### config.mk
export PLATFORM = sky130hd
export DESIGN_NAME = signed_sar_search
export DESIGN_NICKNAME = d
export VERILOG_FILES = /design/src/rtl/signed_sar_search.sv
export SDC_FILE = /design/constraint.sdc
export NUM_CORES = 1
export LEC_CHECK = 0
export ABC_AREA = 1
export BUFFER_PORTS_ARGS = -buffer_cell sky130_fd_sc_hd__buf_4
export CORE_ASPECT_RATIO = 1.1
export CORE_MARGIN = 2
export CORE_UTILIZATION = 56
export DETAILED_ROUTE_END_ITERATION = 10
export GPL_TIMING_DRIVEN = 0
export PLACE_DENSITY = 0.78
export SLEW_MARGIN = 20
export SYNTH_ARGS = -nofsm -noshare
export SYNTH_HDL_FRONTEND = slang
export SYNTH_SLANG_ARGS = --single-unit
### constraint.sdc
create_clock -name clk -period 3.28 [get_ports clk]
set_clock_uncertainty 0.1 [all_clocks]
set_input_delay 0.328 -clock clk [delete_from_list [all_inputs] [get_ports clk]]
set_output_delay 0.328 -clock clk [all_outputs]
set_load 0.005 [all_outputs]
### src/rtl/signed_sar_search.sv
// signed_sar_search: binary-search initiator for an external signed comparator.
// Drives a trial operand to the comparator B input (A holds the unknown target),
// narrows a signed [lo, hi] window from the altb/agtb/aeqb flags, and reports the
// recovered target once aeqb is seen.
// Optional build macro: SAR_FLAGCHK_EN enables the one-hot flag consistency check
// and the err output; without it err is tied low and flags resolve by priority
// aeqb > agtb > altb (no flag set behaves like altb).
module signed_sar_search #(
    parameter int  WIDTH   = 4,
    parameter int  CMP_LAT = 0,
    localparam int STEPW   = $clog2(WIDTH + 2)
) (
    input  logic             clk,
    input  logic             rst_n,
    input  logic             start,
    input  logic             altb,
    input  logic             agtb,
    input  logic             aeqb,
    output logic [WIDTH-1:0] trial,
    output logic             busy,
    output logic             done,
    output logic             found,
    output logic [WIDTH-1:0] result,
    output logic [STEPW-1:0] steps,
    output logic             err
);

    // Wait counter only needs to reach CMP_LAT; keep at least one bit.
    localparam int CNTW = (CMP_LAT > 0) ? $clog2(CMP_LAT + 1) : 1;
    localparam logic [CNTW-1:0] LAT_CNT = CNTW'(CMP_LAT);
    localparam logic [CNTW-1:0] CNT_ONE = {{(CNTW-1){1'b0}}, 1'b1};
    localparam logic [STEPW-1:0] STEP_ONE = {{(STEPW-1){1'b0}}, 1'b1};

    // Search window bounds carry one extra bit so trial+1 / trial-1 never wrap.
    localparam logic signed [WIDTH:0] LO_INIT = {2'b11, {(WIDTH-1){1'b0}}};
    localparam logic signed [WIDTH:0] HI_INIT = {2'b00, {(WIDTH-1){1'b1}}};
    localparam logic signed [WIDTH:0] ONE_X   = {{WIDTH{1'b0}}, 1'b1};
    // Midpoint of the full signed range is always -1.
    localparam logic signed [WIDTH-1:0] TRIAL_INIT = {WIDTH{1'b1}};

    typedef enum logic [1:0] {
        IDLE  = 2'd0,
        ISSUE = 2'd1,
        DONE  = 2'd2
    } state_t;

    state_t                   state_r;
    logic [CNTW-1:0]          cnt_r;
    logic signed [WIDTH:0]    lo_r;
    logic signed [WIDTH:0]    hi_r;
    logic signed [WIDTH-1:0]  trial_r;
    logic                     busy_r;
    logic                     done_r;
    logic                     found_r;
    logic signed [WIDTH-1:0]  result_r;
    logic [STEPW-1:0]         steps_r;

    logic                     sample_s;
    logic signed [WIDTH:0]    trial_ext_s;
    logic signed [WIDTH:0]    lo_nxt_s;
    logic signed [WIDTH:0]    hi_nxt_s;
    logic signed [WIDTH:0]    mid_sum_s;
    logic signed [WIDTH-1:0]  trial_nxt_s;
    logic                     exhausted_s;

    assign sample_s    = (cnt_r == LAT_CNT);
    assign trial_ext_s = (WIDTH + 1)'(trial_r);

    // Narrow the window from the flags and form the next midpoint trial.
    always_comb begin
        lo_nxt_s = lo_r;
        hi_nxt_s = hi_r;
        if (aeqb) begin
            lo_nxt_s = lo_r;
            hi_nxt_s = hi_r;
        end else if (agtb) begin
            lo_nxt_s = trial_ext_s + ONE_X;
        end else begin
            hi_nxt_s = trial_ext_s - ONE_X;
        end
        mid_sum_s   = lo_nxt_s + hi_nxt_s;
        trial_nxt_s = WIDTH'(mid_sum_s >>> 1);
        exhausted_s = (lo_nxt_s > hi_nxt_s);
    end

`ifdef SAR_FLAGCHK_EN
    logic flag_err_s;
    logic err_r;

    // A well-behaved comparator asserts exactly one flag at the sample point.
    always_comb begin
        case ({altb, agtb, aeqb})
            3'b100:  flag_err_s = 1'b0;
            3'b010:  flag_err_s = 1'b0;
            3'b001:  flag_err_s = 1'b0;
            default: flag_err_s = 1'b1;
        endcase
    end

    assign err = err_r;

    // Error flag: cleared by a new search, set on an inconsistent flag sample.
    always_ff @(posedge clk) begin
        if (!rst_n) begin
            err_r <= 1'b0;
        end else if ((state_r == IDLE) && start) begin
            err_r <= 1'b0;
        end else if ((state_r == ISSUE) && sample_s && flag_err_s) begin
            err_r <= 1'b1;
        end else begin
            err_r <= err_r;
        end
    end
`else
    assign err = 1'b0;
`endif

    // Search FSM: issue a trial, wait CMP_LAT cycles, act on flags, report.
    always_ff @(posedge clk) begin
        if (!rst_n) begin
            state_r  <= IDLE;
            cnt_r    <= '0;
            lo_r     <= '0;
            hi_r     <= '0;
            trial_r  <= '0;
            busy_r   <= 1'b0;
            done_r   <= 1'b0;
            found_r  <= 1'b0;
            result_r <= '0;
            steps_r  <= '0;
        end else begin
            case (state_r)
                IDLE: begin
                    done_r <= 1'b0;
                    if (start) begin
                        lo_r     <= LO_INIT;
                        hi_r     <= HI_INIT;
                        trial_r  <= TRIAL_INIT;
                        steps_r  <= '0;
                        found_r  <= 1'b0;
                        result_r <= '0;
                        cnt_r    <= '0;
                        busy_r   <= 1'b1;
                        state_r  <= ISSUE;
                    end else begin
                        busy_r <= 1'b0;
                    end
                end
                ISSUE: begin
                    if (!sample_s) begin
                        cnt_r <= cnt_r + CNT_ONE;
                    end else begin
                        cnt_r   <= '0;
                        steps_r <= steps_r + STEP_ONE;
`ifdef SAR_FLAGCHK_EN
                        if (flag_err_s) begin
                            found_r  <= 1'b0;
                            result_r <= trial_r;
                            busy_r   <= 1'b0;
                            done_r   <= 1'b1;
                            state_r  <= DONE;
                        end else
`endif
                        if (aeqb) begin
                            found_r  <= 1'b1;
                            result_r <= trial_r;
                            busy_r   <= 1'b0;
                            done_r   <= 1'b1;
                            state_r  <= DONE;
                        end else begin
                            lo_r <= lo_nxt_s;
                            hi_r <= hi_nxt_s;
                            if (exhausted_s) begin
                                found_r <= 1'b0;
                                busy_r  <= 1'b0;
                                done_r  <= 1'b1;
                                state_r <= DONE;
                            end else begin
                                trial_r <= trial_nxt_s;
                            end
                        end
                    end
                end
                DONE: begin
                    // start is deliberately ignored here.
                    done_r  <= 1'b0;
                    busy_r  <= 1'b0;
                    state_r <= IDLE;
                end
                default: begin
                    busy_r  <= 1'b0;
                    done_r  <= 1'b0;
                    state_r <= IDLE;
                end
            endcase
        end
    end

    assign trial  = trial_r;
    assign busy   = busy_r;
    assign done   = done_r;
    assign found  = found_r;
    assign result = result_r;
    assign steps  = steps_r;

endmodule

* Word-level counts from Yosys, hierarchy flattened
Cells that the tools add are included.
** Word-level totals
- Flip-flop bits (word level) :: 27
- Bits of input ports :: 6
- Output and inout port bits :: 15
- Word-level logic and storage cells :: 79
** Cells by class
- Add/subtract/negate cells :: 5
- Magnitude comparators :: 1
- Equality and inequality tests :: 7
- Mux-type cells :: 42
- Bitwise logic cells :: 1
- Reduce and logical (&&, ||, !) cells :: 13
** Operator list (count)
- 2-to-1 mux 5 bit :: 10
- 2-to-1 mux 4 bit :: 7
- one-hot mux 5 bit (2 select lines) :: 2
- one-hot mux 4 bit (2 select lines) :: 2
- AND reduction 4 bit :: 3
- 2-to-1 mux 1 bit :: 10
- inequality test 2 bit (second input constant) :: 5
- 2-to-1 mux 2 bit :: 4
- AND reduction 2 bit :: 4
- 2-to-1 mux 3 bit :: 2
- one-hot mux 1 bit (2 select lines) :: 3
- one-hot mux 3 bit (2 select lines) :: 1
- AND reduction 3 bit :: 2
- adder 4 x 2 -> 5 bit (second input constant) :: 1
- adder 5 bit :: 1
- > comparator 5 bit :: 1
- AND reduction 5 bit :: 1
- subtractor 4 x 2 -> 5 bit (second input constant) :: 1
- one-hot mux 2 bit (2 select lines) :: 1
- nonzero test 2 bit :: 2
- adder 3 x 1 -> 3 bit (second input constant) :: 1
- inequality test 3 bit (second input constant) :: 1
- equality test 2 x 1 -> 1 bit (second input constant) :: 1
- zero test 2 bit :: 1
- 2 further kinds :: 2

* Longest topological paths before layout
Gate-level depths: netlist of the first run.
- Depth after elaboration :: 8
- Mapped depth :: 20
- Mapped depth without buffers :: 20

* Worst setup path before layout of the first run
Ideal clock, no wire load.
- Path kind :: register to register
- Start :: register trial_r[0], in the netlist trial[0]
- End :: register trial_r[2], in the netlist trial[2]
- Setup time :: 0.113 ns
- Arrival :: 2.165 ns
- Required time :: 3.067 ns
- Path slack :: 0.902 ns
- Stages on the path, launching flop included :: 16
- Path buffers :: 0
- Clock period less this slack :: 2.378 ns
- Path through :: dfxtp_1 inv_1 ha_1 o21ai_1 inv_2 ha_1 nor2_1 nand3_2 nand3_1 nand2_1 nand3_2 nand2_4 nand2_4 nand2_1 nand2_1 nor2_1
** Between the ends
- Cells in the longest elaborated chain, start to end :: 8
- Elaborated cells on any way between the ends :: 14
- Those cells by class :: 3 x add/sub; 1 x order compare; 1 x eq/ne; 8 x mux; 1 x reduce/logical
** RTL lines
- start, declared :: line 51 : logic signed [WIDTH-1:0] trial_r;
- start signal, assigned :: line 179 : trial_r <= trial_nxt_s;
- adder 4 x 2 -> 5 bit or subtractor 4 x 2 -> 5 bit (tied branches) :: line 77, 79
- 2-to-1 mux 5 bit :: line 76 : end else if (agtb) begin
- 2-to-1 mux 5 bit :: line 73 : if (aeqb) begin
- adder 5 bit :: line 81 : mid_sum_s = lo_nxt_s + hi_nxt_s;
- 2-to-1 mux 4 bit :: line 173 : if (exhausted_s) begin
- 2-to-1 mux 4 bit :: line 164 : if (aeqb) begin
- 2-to-1 mux 4 bit :: line 150 : if (!sample_s) begin
- one-hot mux 4 bit (2 select lines) :: line 132 : case (state_r)
Several ways; a longest one is shown, not always the timed one. The select of a mux whose other input is x is not followed.
A chain may end at the register's enable or synchronous reset.

* Worst setup path in the final report of the first run
Ends and elaborated chain as after synthesis.

==> impl_results.md, run 1 <==
- FILL cells: 223
- Critical Path Fanout Max: 7
- Number of enable flip-flop cells after synthesis: 0
- Distinct cell type count of the synthesized netlist: 33
- Number of violations reported at the end of detailed-routing iteration 0: 65
- Final hold viol count: 0
- Final period util: 0.865
- Switching fraction of total power: 0.359
- Total negative slack: 0 ns
- Residual antenna-violating net count after detailed routing: 0
- Cell area after synthesis: 1510 sq um
- Resize count post-CTS: 0
- Worst min-delay path class: in -> reg
- Clock transition time at the flip-flop clock pins of the worst setup and hold paths: 0.14 ns
- Overall via count from detail_route: 1451
- Fraction of power consumed by combinational cells: 0.338
- Nets in the synthesized netlist: 226
- Synth-to-layout area growth: 13.4%
- Design internal power: 514 uW
- Gate count after technology mapping: 207
- Share of flip-flops with an asynchronous set or reset after synthesis: 0
- Net Sw Power: 288 uW
- DRC violations left: 0
- Total clock sinks: 26
- Crit Path Class: reg -> reg
- Insertion delay to the later sink of the worst-skew pair: 0.32 ns
- GRT Overall Usage: 0.269
- Final period demand of the worst path: 2.84 ns
- Die footprint: 3130 sq um
- Clock root buffer master: sky130_fd_sc_hd__clkbuf_4
- Detailed Route WL: 3630 microns
- Worst setup slack for register-to-register paths: 0.44 ns
- Floorplan Core Area: 2520 sq um
- CP Data Required Time: 3.44 ns
- Inserted Clock Buffers: 3
- Total of flip-flops plus latches after synthesis: 26
- Worst slew margin relative to its limit: 0.582
- Final Instance Area: 1710 sq um
- Flop pwr share: 0.463
- Largest buffer count on any clock path: 2
- Register area: 520 sq um
- Worst reg2reg path depth: 15
- Antenna diodes: 0
- Global-route wire length before repair: 6250 microns
- HP Start: rst_n
- Number of global-route vias before repair: 1426
- Endpoint of the worst register-to-register path: trial[2]
- Total power per unit cell area: 468 nW/um^2
- First-pass detailed-route iteration total: 4
- Max IR drop VDD: 0.298 mV
- Run status: finished clean
- Endpoint arrival time on the critical path: 3.00 ns
- Largest net degree at the start of global routing: 15
- Top-count cell post-synth: sky130_fd_sc_hd__nand2_1
- Highest Clock Rate: 0.353 GHz
- Quantity of hold-fixing buffers added after cts: 0
- Number of buffer cells added on primary ports: 17
- Setup fix buffers added after clock tree synthesis: 0
- Sum of overflow across all layers after global routing: 0
- Final layout net count: 248
- Number of H-tree branching levels: 1
- Area after DPL: 1680 sq um
- Share of final-layout standard cells stronger than drive strength 1: 0.193
- Floorplan die height: 58.4 microns
- Crit end category: flop
- Leak: 0.000817 uW
- Initial cell density of the core: 0.599
- Number of antenna violations at the first check in global routing: 0
- Top cell type by total area after synthesis: sky130_fd_sc_hd__dfxtp_1
- Terminating pin of the worst hold path: trial[0]
- Average footprint of a synthesized cell: 7.29 sq um
- Setup repair after global routing missed its margin: false
- Multi-input logic area: 851 sq um
- Seq/Total Area, Yosys: 0.345
- CTS tree: done
- Category of the worst setup path launch point: flop
- Std-Cell Rows: 19
- Synth top area share: 0.345
- Clock network fraction of total power: 0.200
- Commonest cells post-synth: sky130_fd_sc_hd__nand2_1 (39), sky130_fd_sc_hd__a21oi_1 (26), sky130_fd_sc_hd__dfxtp_1 (26), sky130_fd_sc_hd__inv_1 (22), sky130_fd_sc_hd__nor2_1 (18)
- Top-Level Pins: 21
- Detail-routed net length per standard cell: 14.0 microns
- Predominant post-synthesis flop cell: sky130_fd_sc_hd__dfxtp_1
- Cell types occupying the most area after synthesis: sky130_fd_sc_hd__dfxtp_1 (34%), sky130_fd_sc_hd__ha_1 (10%), sky130_fd_sc_hd__nand2_1 (9.7%)
- Max cap viols: 0
- Routed via count divided by cell count: 5.60
- Final setup viols: 0
- FF-to-FF Start: trial[0]
- Max-slew violations: 0
- Number of stages on the worst hold path: 3
- Detailed placement HPWL: 2820 microns
- Syn. warnings: 0
- Die boundary width: 53.5 microns
- Final weighted congestion in routability-driven placement: 0.880
- Worst slew pin tran: 0.620 ns
-- worst max-delay path: stages, from the launching register on --
cell,delay (ns)
sky130_fd_sc_hd__dfxtp_1,0.51
sky130_fd_sc_hd__inv_1,0.13
sky130_fd_sc_hd__ha_1,0.34
sky130_fd_sc_hd__nand2_1,0.06
sky130_fd_sc_hd__o21ai_0,0.26
sky130_fd_sc_hd__inv_1,0.11
sky130_fd_sc_hd__ha_1,0.32
sky130_fd_sc_hd__nor2_1,0.18
sky130_fd_sc_hd__nand3_2,0.10
sky130_fd_sc_hd__nand4_1,0.10
sky130_fd_sc_hd__nand3_2,0.17
sky130_fd_sc_hd__nand2_4,0.13
sky130_fd_sc_hd__nand2_4,0.07
sky130_fd_sc_hd__nand2_1,0.06
sky130_fd_sc_hd__nand2_1,0.04
sky130_fd_sc_hd__nor2_1,0.08
-- power by group through the flow --
stage / sequential [uW] / combinational [uW] / clock [uW]
2_1_floorplan: 373 / 186 / 0
3_3_place_gp: 376 / 253 / 0
3_5_place_dp: 378 / 267 / 0
4_1_cts: 370 / 269 / 164
5_1_grt: 376 / 304 / 182
6_report: 371 / 271 / 160
-- stage by stage --
stage,hold slack (ns),worst slack [ns],util,total power [uW],std cells
after detailed placement,0.350,0.522,0.665,644,255
final,0.195,0.444,0.679,802,259
after floorplan,0.341,0.902,-,559,207
after global placement,0.342,0.617,0.665,629,255
after global routing,0.188,0.249,0.679,862,259
after CTS,0.194,0.489,0.679,803,259
-- sequential cells by signal, summed over array words and instances, names as in the netlist, 2 cells and up --
name and cells:
hi_r 5, lo_r 5, result 4, state_r 2
steps 3, trial 4
-- kinds of logic after synthesis --
group | after synthesis | share of synthesized area
AND/OR/NAND/NOR | 80 | 0.263
adder cells (fa/ha/maj) | 13 | 0.113
buffers and inverters | 35 | 0.0912
other | 1 | 0.00249
flip-flops | 26 | 0.345
AO/OA/AOI/OAI | 51 | 0.180
XOR/XNOR | 1 | 0.00581
-- cell usage in the layout (no fill, tap or decap), types with 2 or more instances in the layout --
cell,count
sky130_fd_sc_hd__clkbuf_4,3
sky130_fd_sc_hd__nand2_1,39
sky130_fd_sc_hd__nand3_1,7
sky130_fd_sc_hd__nor2_4,3
sky130_fd_sc_hd__inv_1,22
sky130_fd_sc_hd__nand3_2,2
sky130_fd_sc_hd__ha_1,12
sky130_fd_sc_hd__buf_4,18
sky130_fd_sc_hd__inv_2,9
sky130_fd_sc_hd__o21ai_1,10
sky130_fd_sc_hd__a21oi_1,26
sky130_fd_sc_hd__nand2_4,2
sky130_fd_sc_hd__dfxtp_1,26
sky130_fd_sc_hd__o21ai_0,10
sky130_fd_sc_hd__nor2_1,18
sky130_fd_sc_hd__buf_2,2
-- cell type report --
cell class	count	area share
inverters	31	0.0680
plain buffers	4	0.0124
flip-flops and latches	26	0.304
repair buffers	17	0.0746
clock buffers	4	0.0212
well taps	31	0.0227
multi-input cells	146	0.497
-- how the worst max path moves through the flow --
| stage | from | end | cells after the start |
|---|---|---|---|
| after global placement | trial[0] | trial[1] | 15 |
| after global routing | trial[0] | trial[3] | 15 |
| after CTS | trial[0] | trial[2] | 15 |
| after detailed placement | trial[0] | trial[1] | 16 |
| after floorplan | trial[0] | trial[2] | 15 |
| final | trial[0] | trial[2] | 15 |
-- per-layer routing --
metal,vias to the layer above,GRT usage,part of all wire
met2,45,0.466,0.51
met1,684,0.329,0.42
met5,-,0,0
met4,0,0.121,0.021
met3,10,0.0330,0.048
li1,712,-,-
No activity file was read; power rests on OpenSTA's default activity.
==> run 2, diff against run 1 <==
--- a/config.mk
+++ b/config.mk
@@ -5,7 +5,7 @@
 export SDC_FILE = /design/constraint.sdc
 export NUM_CORES = 1
 export LEC_CHECK = 0
-export ABC_AREA = 1
+export ABC_AREA = 0
 export BUFFER_PORTS_ARGS = -buffer_cell sky130_fd_sc_hd__buf_4
 export CORE_ASPECT_RATIO = 1.1
 export CORE_MARGIN = 2
==> impl_results.md, run 2 <==
- Share of final-layout standard cells stronger than drive strength 1: 0.198
- Initial cell density of the core: 0.590
- Die footprint: 3060 sq um
- Clock transition time at the flip-flop clock pins of the worst setup and hold paths: 0.14 ns
- Highest Clock Rate: 0.329 GHz
- Endpoint of the worst register-to-register path: trial[3]
- FILL cells: 223
- Total clock sinks: 26
- Global-route wire length before repair: 5530 microns
- Worst reg2reg path depth: 8
- Seq/Total Area, Yosys: 0.353
- DRC violations left: 0
- Worst setup slack for register-to-register paths: 0.24 ns
- HP Start: aeqb
- Number of global-route vias before repair: 1195
- Commonest cells post-synth: sky130_fd_sc_hd__dfxtp_1 (26), sky130_fd_sc_hd__nand2_1 (15), sky130_fd_sc_hd__nor2_1 (15), sky130_fd_sc_hd__ha_1 (12)
- GRT Overall Usage: 0.245
- Leak: 0.000720 uW
- Residual antenna-violating net count after detailed routing: 0
- First-pass detailed-route iteration total: 4
- Category of the worst setup path launch point: flop
- Syn. warnings: 0
- Final setup viols: 0
- Crit end category: flop
- Largest buffer count on any clock path: 2
- Largest regs: hi_r (5), lo_r (5)
- Number of enable flip-flop cells after synthesis: 0
- Predominant post-synthesis flop cell: sky130_fd_sc_hd__dfxtp_1
- Total of flip-flops plus latches after synthesis: 26
- Max-slew violations: 0
- Top cell type by total area after synthesis: sky130_fd_sc_hd__dfxtp_1
- Top-Level Pins: 21
- Final period demand of the worst path: 3.04 ns
- Final period util: 0.927
- Commonest cells after routing, fill and taps aside: sky130_fd_sc_hd__dfxtp_1 (25), sky130_fd_sc_hd__buf_4 (18), sky130_fd_sc_hd__nor2_1 (15), sky130_fd_sc_hd__nand2_1 (15), sky130_fd_sc_hd__ha_1 (12)
- Std-Cell Rows: 19
- Number of stages on the worst hold path: 2
- Routed via count divided by cell count: 5.71
- Insertion delay to the later sink of the worst-skew pair: 0.32 ns
- Final layout net count: 213
- Hold slack final: 0.243 ns
- Crit Path Class: reg -> reg
- Final hold viol count: 0
- Antenna diodes: 0
- Gate count after technology mapping: 173
- Critical Path Fanout Max: 8
- Detailed Route WL: 3210 microns
- Worst min-delay path class: in -> reg
- Worst slew margin relative to its limit: 0.597
- Share of flip-flops with an asynchronous set or reset after synthesis: 0
- Detailed placement HPWL: 2430 microns
- Cell area after synthesis: 1470 sq um
- Detail-routed net length per standard cell: 14.4 microns
- FF-to-FF Start: trial[1]
- Number of antenna violations at the first check in global routing: 0
- CP Data Required Time: 3.41 ns
- Most common cell after layout, fill and taps aside: sky130_fd_sc_hd__dfxtp_1
- Terminating pin of the worst hold path: state_r[1]
- Sum of overflow across all layers after global routing: 0
- Setup repair after global routing missed its margin: false
- Clock root buffer master: sky130_fd_sc_hd__clkbuf_4
- Endpoint arrival time on the critical path: 3.17 ns
- Synth-to-layout area growth: 12.9%
- Average footprint of a synthesized cell: 8.52 sq um
- Number of violations reported at the end of detailed-routing iteration 0: 64
- Max cap viols: 0
- Max IR drop VDD: 0.362 mV
- Floorplan Core Area: 2500 sq um
- Cell types occupying the most area after synthesis: sky130_fd_sc_hd__dfxtp_1 (35%), sky130_fd_sc_hd__ha_1 (10%), sky130_fd_sc_hd__nand2_1 (3.8%)
- Floorplan die height: 57.8 microns
- Worst slew pin tran: 0.602 ns
- Distinct cell type count of the synthesized netlist: 42
- Final weighted congestion in routability-driven placement: 0.982
- Inserted Clock Buffers: 3
- CTS tree: done
- Nets in the synthesized netlist: 192
- Number of buffer cells added on primary ports: 17
- Die boundary width: 52.9 microns
- Top-count cell post-synth: sky130_fd_sc_hd__dfxtp_1
- Run status: finished clean
- Largest net degree at the start of global routing: 14
- Synth top area share: 0.353
- Number of H-tree branching levels: 1
- Total power per unit cell area: 453 nW/um^2
- Final core area utilization: 0.667
- Overall via count from detail_route: 1273
[run 2: where the power goes]
group / switching (uW) / total (uW) / internal, uW
clock: 91.8 / 135 / 43.1
sequential: 24.2 / 365 / 341
combinational: 142 / 254 / 112
total: 258 / 754 / 496
[run 2: final cells by class]
class                   instances  area (sq um)  share of cell area
repair buffers                 17           128              0.0767
well taps                      31          38.8              0.0233
flip-flops and latches         26           522               0.314
multi-input cells             126           863               0.519
clock buffers                   3          22.5              0.0135
inverters                      11          41.3              0.0248
plain buffers                   9          48.8              0.0293
[run 2: how the worst max path moves through the flow]
stage | end | from | cells after the start
6_report | trial[3] | trial[1] | 8
5_1_grt | trial[0] | trial[1] | 11
4_1_cts | found | trial[2] | 10
3_5_place_dp | found | aeqb | 10
3_3_place_gp | found | aeqb | 10
2_1_floorplan | trial[3] | aeqb | 9
[run 2: cell families (layout without fill, tap and decap cells)]
family,count (synthesis),in the layout,share of synthesized area
compound gates,46,46,0.216
other cells,1,1,0.00254
fa+ha+maj,13,13,0.115
buf+inv,21,40,0.0637
xor+xnor,7,7,0.0416
mux,1,1,0.00764
simple gates,58,58,0.199
flops,26,26,0.353
[run 2: worst max-delay path, stage by stage (launching register included)]
cell and delay, ns:
sky130_fd_sc_hd__dfxtp_1 0.45, sky130_fd_sc_hd__inv_1 0.11, sky130_fd_sc_hd__ha_1 0.33, sky130_fd_sc_hd__mux2_2 0.32, sky130_fd_sc_hd__ha_1 0.32, sky130_fd_sc_hd__or4b_4 0.53, sky130_fd_sc_hd__o21a_1 0.21, sky130_fd_sc_hd__a31o_2 0.27
sky130_fd_sc_hd__o311a_1 0.30
[run 2: through the flow]
step                total power, uW  cells  setup slack [ns]  TNS, ns  instance area [sq um]
CTS                             750    224            0.0791        0                   1660
finish                          754    223             0.239        0                   1660
global placement                610    221            0.0299        0                   1640
global route                    809    223            0.0539        0                   1660
floorplan                       545    173             0.337        0                   1470
detailed placement              618    221           -0.0664   -0.146                   1640
[run 2: metal layers]
metal	part of all wire	global-route usage	wire (microns)
met5	0	0	0
met2	0.48	0.395	1550
met4	0.021	0.0989	66
met3	0.051	0.0361	163
met1	0.44	0.327	1430
[run 2: what timing repair did]
| action | in CTS | in global routing |
|---|---|---|
| hold buffers | 0 | 0 |
| hold endpoints to repair | 0 | 0 |
| gates resized for setup | 0 | 3 |
| endpoints found under the setup margin | 0 | 9 |
| setup buffers | 0 | 0 |
==> run 3, diff against run 2 <==
--- a/config.mk
+++ b/config.mk
@@ -12,7 +12,7 @@
 export CORE_UTILIZATION = 56
 export DETAILED_ROUTE_END_ITERATION = 10
 export GPL_TIMING_DRIVEN = 0
-export PLACE_DENSITY = 0.78
+export PLACE_DENSITY = 0.76
 export SLEW_MARGIN = 20
 export SYNTH_ARGS = -nofsm -noshare
 export SYNTH_HDL_FRONTEND = slang
==> impl_results.md, run 3 (synthesis gave the netlist of run 2 again) <==
- Clock network fraction of total power: 0.178
- Most common cell after layout, fill and taps aside: sky130_fd_sc_hd__dfxtp_1
- Crit Path Class: reg -> reg
- GRT Overall Usage: 0.233
- Antenna diodes: 0
- Worst slew margin relative to its limit: 0.629
- Final weighted congestion in routability-driven placement: 0.961
- Largest net degree at the start of global routing: 14
- Total power per unit cell area: 452 nW/um^2
- Clock root buffer master: sky130_fd_sc_hd__clkbuf_4
- Die boundary width: 52.9 microns
- Std-Cell Rows: 19
- Routed via count divided by cell count: 5.64
- Clock transition time at the flip-flop clock pins of the worst setup and hold paths: 0.14 ns
- Leak: 0.000720 uW
- Final hold viol count: 0
- Critical Path Fanout Max: 8
- Commonest cells after routing, fill and taps aside: sky130_fd_sc_hd__dfxtp_1 (26), sky130_fd_sc_hd__buf_4 (18), sky130_fd_sc_hd__nor2_1 (15), sky130_fd_sc_hd__nand2_1 (15), sky130_fd_sc_hd__ha_1 (12)
- Switching fraction of total power: 0.341
- Category of the worst setup path launch point: flop
- Detailed Route WL: 3190 microns
- CTS tree: done
- CP Data Required Time: 3.39 ns
- Final period util: 0.966
- Overall via count from detail_route: 1257
- Number of global-route vias before repair: 1188
- Max-slew violations: 0
- Run status: finished clean
- Crit end category: flop
- Final layout net count: 213
- First-pass detailed-route iteration total: 4
- Worst min-delay path class: in -> reg
- Floorplan die height: 57.8 microns
- Setup repair after global routing missed its margin: false
- DRC violations left: 0
- Largest regs: hi_r (5), lo_r (5)
- Detail-routed net length per standard cell: 14.3 microns
- Max IR drop VDD: 0.329 mV
- Number of buffer cells added on primary ports: 17
- Setup fix buffers added after clock tree synthesis: 0
- Number of antenna violations at the first check in global routing: 0
- Residual antenna-violating net count after detailed routing: 0
- Total clock sinks: 26
- Total negative slack: 0 ns
- Endpoint arrival time on the critical path: 3.28 ns
- Sum of overflow across all layers after global routing: 0
- Fraction of power consumed by combinational cells: 0.338
- Max cap viols: 0
- Detailed placement HPWL: 2420 microns
- Initial cell density of the core: 0.590
- Global-route wire length before repair: 5310 microns
- Insertion delay to the later sink of the worst-skew pair: 0.31 ns
- Placed cells: 221
- Worst slew pin tran: 0.554 ns
- Final period demand of the worst path: 3.17 ns
- Final cell count without fillers: 223
- Synth-to-layout area growth: 12.8%
- Net Sw Power: 256 uW
- Final setup viols: 0
- Design internal power: 496 uW
- Number of violations reported at the end of detailed-routing iteration 0: 76
- Highest Clock Rate: 0.316 GHz
- Number of H-tree branching levels: 1
- Inserted Clock Buffers: 3
- Die footprint: 3060 sq um
- Top-Level Pins: 21
- Share of final-layout standard cells stronger than drive strength 1: 0.193
- Largest buffer count on any clock path: 2
- Flop pwr share: 0.484
- Floorplan Core Area: 2500 sq um
run 3: changes by cell type in the layout (fill, tap and decap cells not counted):
cell and change:
sky130_fd_sc_hd__dfxtp_1 +1, sky130_fd_sc_hd__dfxtp_2 -1, sky130_fd_sc_hd__o21ai_0 +1, sky130_fd_sc_hd__o21ai_1 -1
run 3: path summary, 6_finish.rpt:
path	to	slack [ns]	startpoint	cells past startpoint
worst max-delay path	trial[3]	0.11	trial[0]	8
worst min-delay path	steps[1]	0.24	start	4
worst max register to register	trial[3]	0.11	trial[0]	8
worst min register to register	hi_r[4]	0.39	hi_r[4]	2
run 3: metrics by stage:
step	cell area, sq um	hold slack, ns	utilization	total power [uW]	worst slack [ns]
6_report	1660	0.238	0.666	752	0.111
5_1_grt	1660	0.248	0.666	796	0.000984
4_1_cts	1660	0.241	0.666	750	0.0459
3_5_place_dp	1640	0.373	0.657	620	-0.0288
3_3_place_gp	1640	0.353	0.657	610	0.00850
2_1_floorplan	1470	0.338	-	545	0.337
run 3: what timing repair did:
item / 4_1_cts / 5_1_grt
gates resized for setup: 0 / 1
setup endpoints to repair: 0 / 6
hold buffers: 0 / 0
run 3: metal layers:
| layer | GRT usage | vias to the layer above | share of wire |
|---|---|---|---|
| met2 | 0.375 | 26 | 0.48 |
| li1 | - | 632 | - |
| met3 | 0.0258 | 6 | 0.045 |
| met4 | 0.0952 | 0 | 0.016 |
| met5 | 0 | - | 0 |
| met1 | 0.316 | 593 | 0.46 |
run 3: power by group through the flow:
stage                     registers [uW]  clock network [uW]  logic, uW
final                                364                 134        254
after global routing                 369                 147        281
after CTS                            360                 135        254
after detailed placement             367                   0        253
after global placement               366                   0        244
after floorplan                      364                   0        181
run 3: layout make-up:
| type | instances | area, sq um |
|---|---|---|
| Sequential cell | 26 | 520 |
| Inverter | 11 | 41.3 |
| Clock buffer | 3 | 22.5 |
| Multi-Input combinational cell | 126 | 863 |
| Tap cell | 31 | 38.8 |
| Timing Repair Buffer | 17 | 128 |
| Fill cell | 224 | 833 |
| Buffer | 9 | 48.8 |
run 3: worst max-delay path, cell delays in order, from the launching register on:
cell,delay (ns)
sky130_fd_sc_hd__dfxtp_1,0.52
sky130_fd_sc_hd__inv_1,0.12
sky130_fd_sc_hd__ha_1,0.36
sky130_fd_sc_hd__mux2_2,0.32
sky130_fd_sc_hd__ha_1,0.32
sky130_fd_sc_hd__or4b_4,0.54
sky130_fd_sc_hd__o21a_1,0.21
sky130_fd_sc_hd__a31o_2,0.27
sky130_fd_sc_hd__o311a_1,0.31
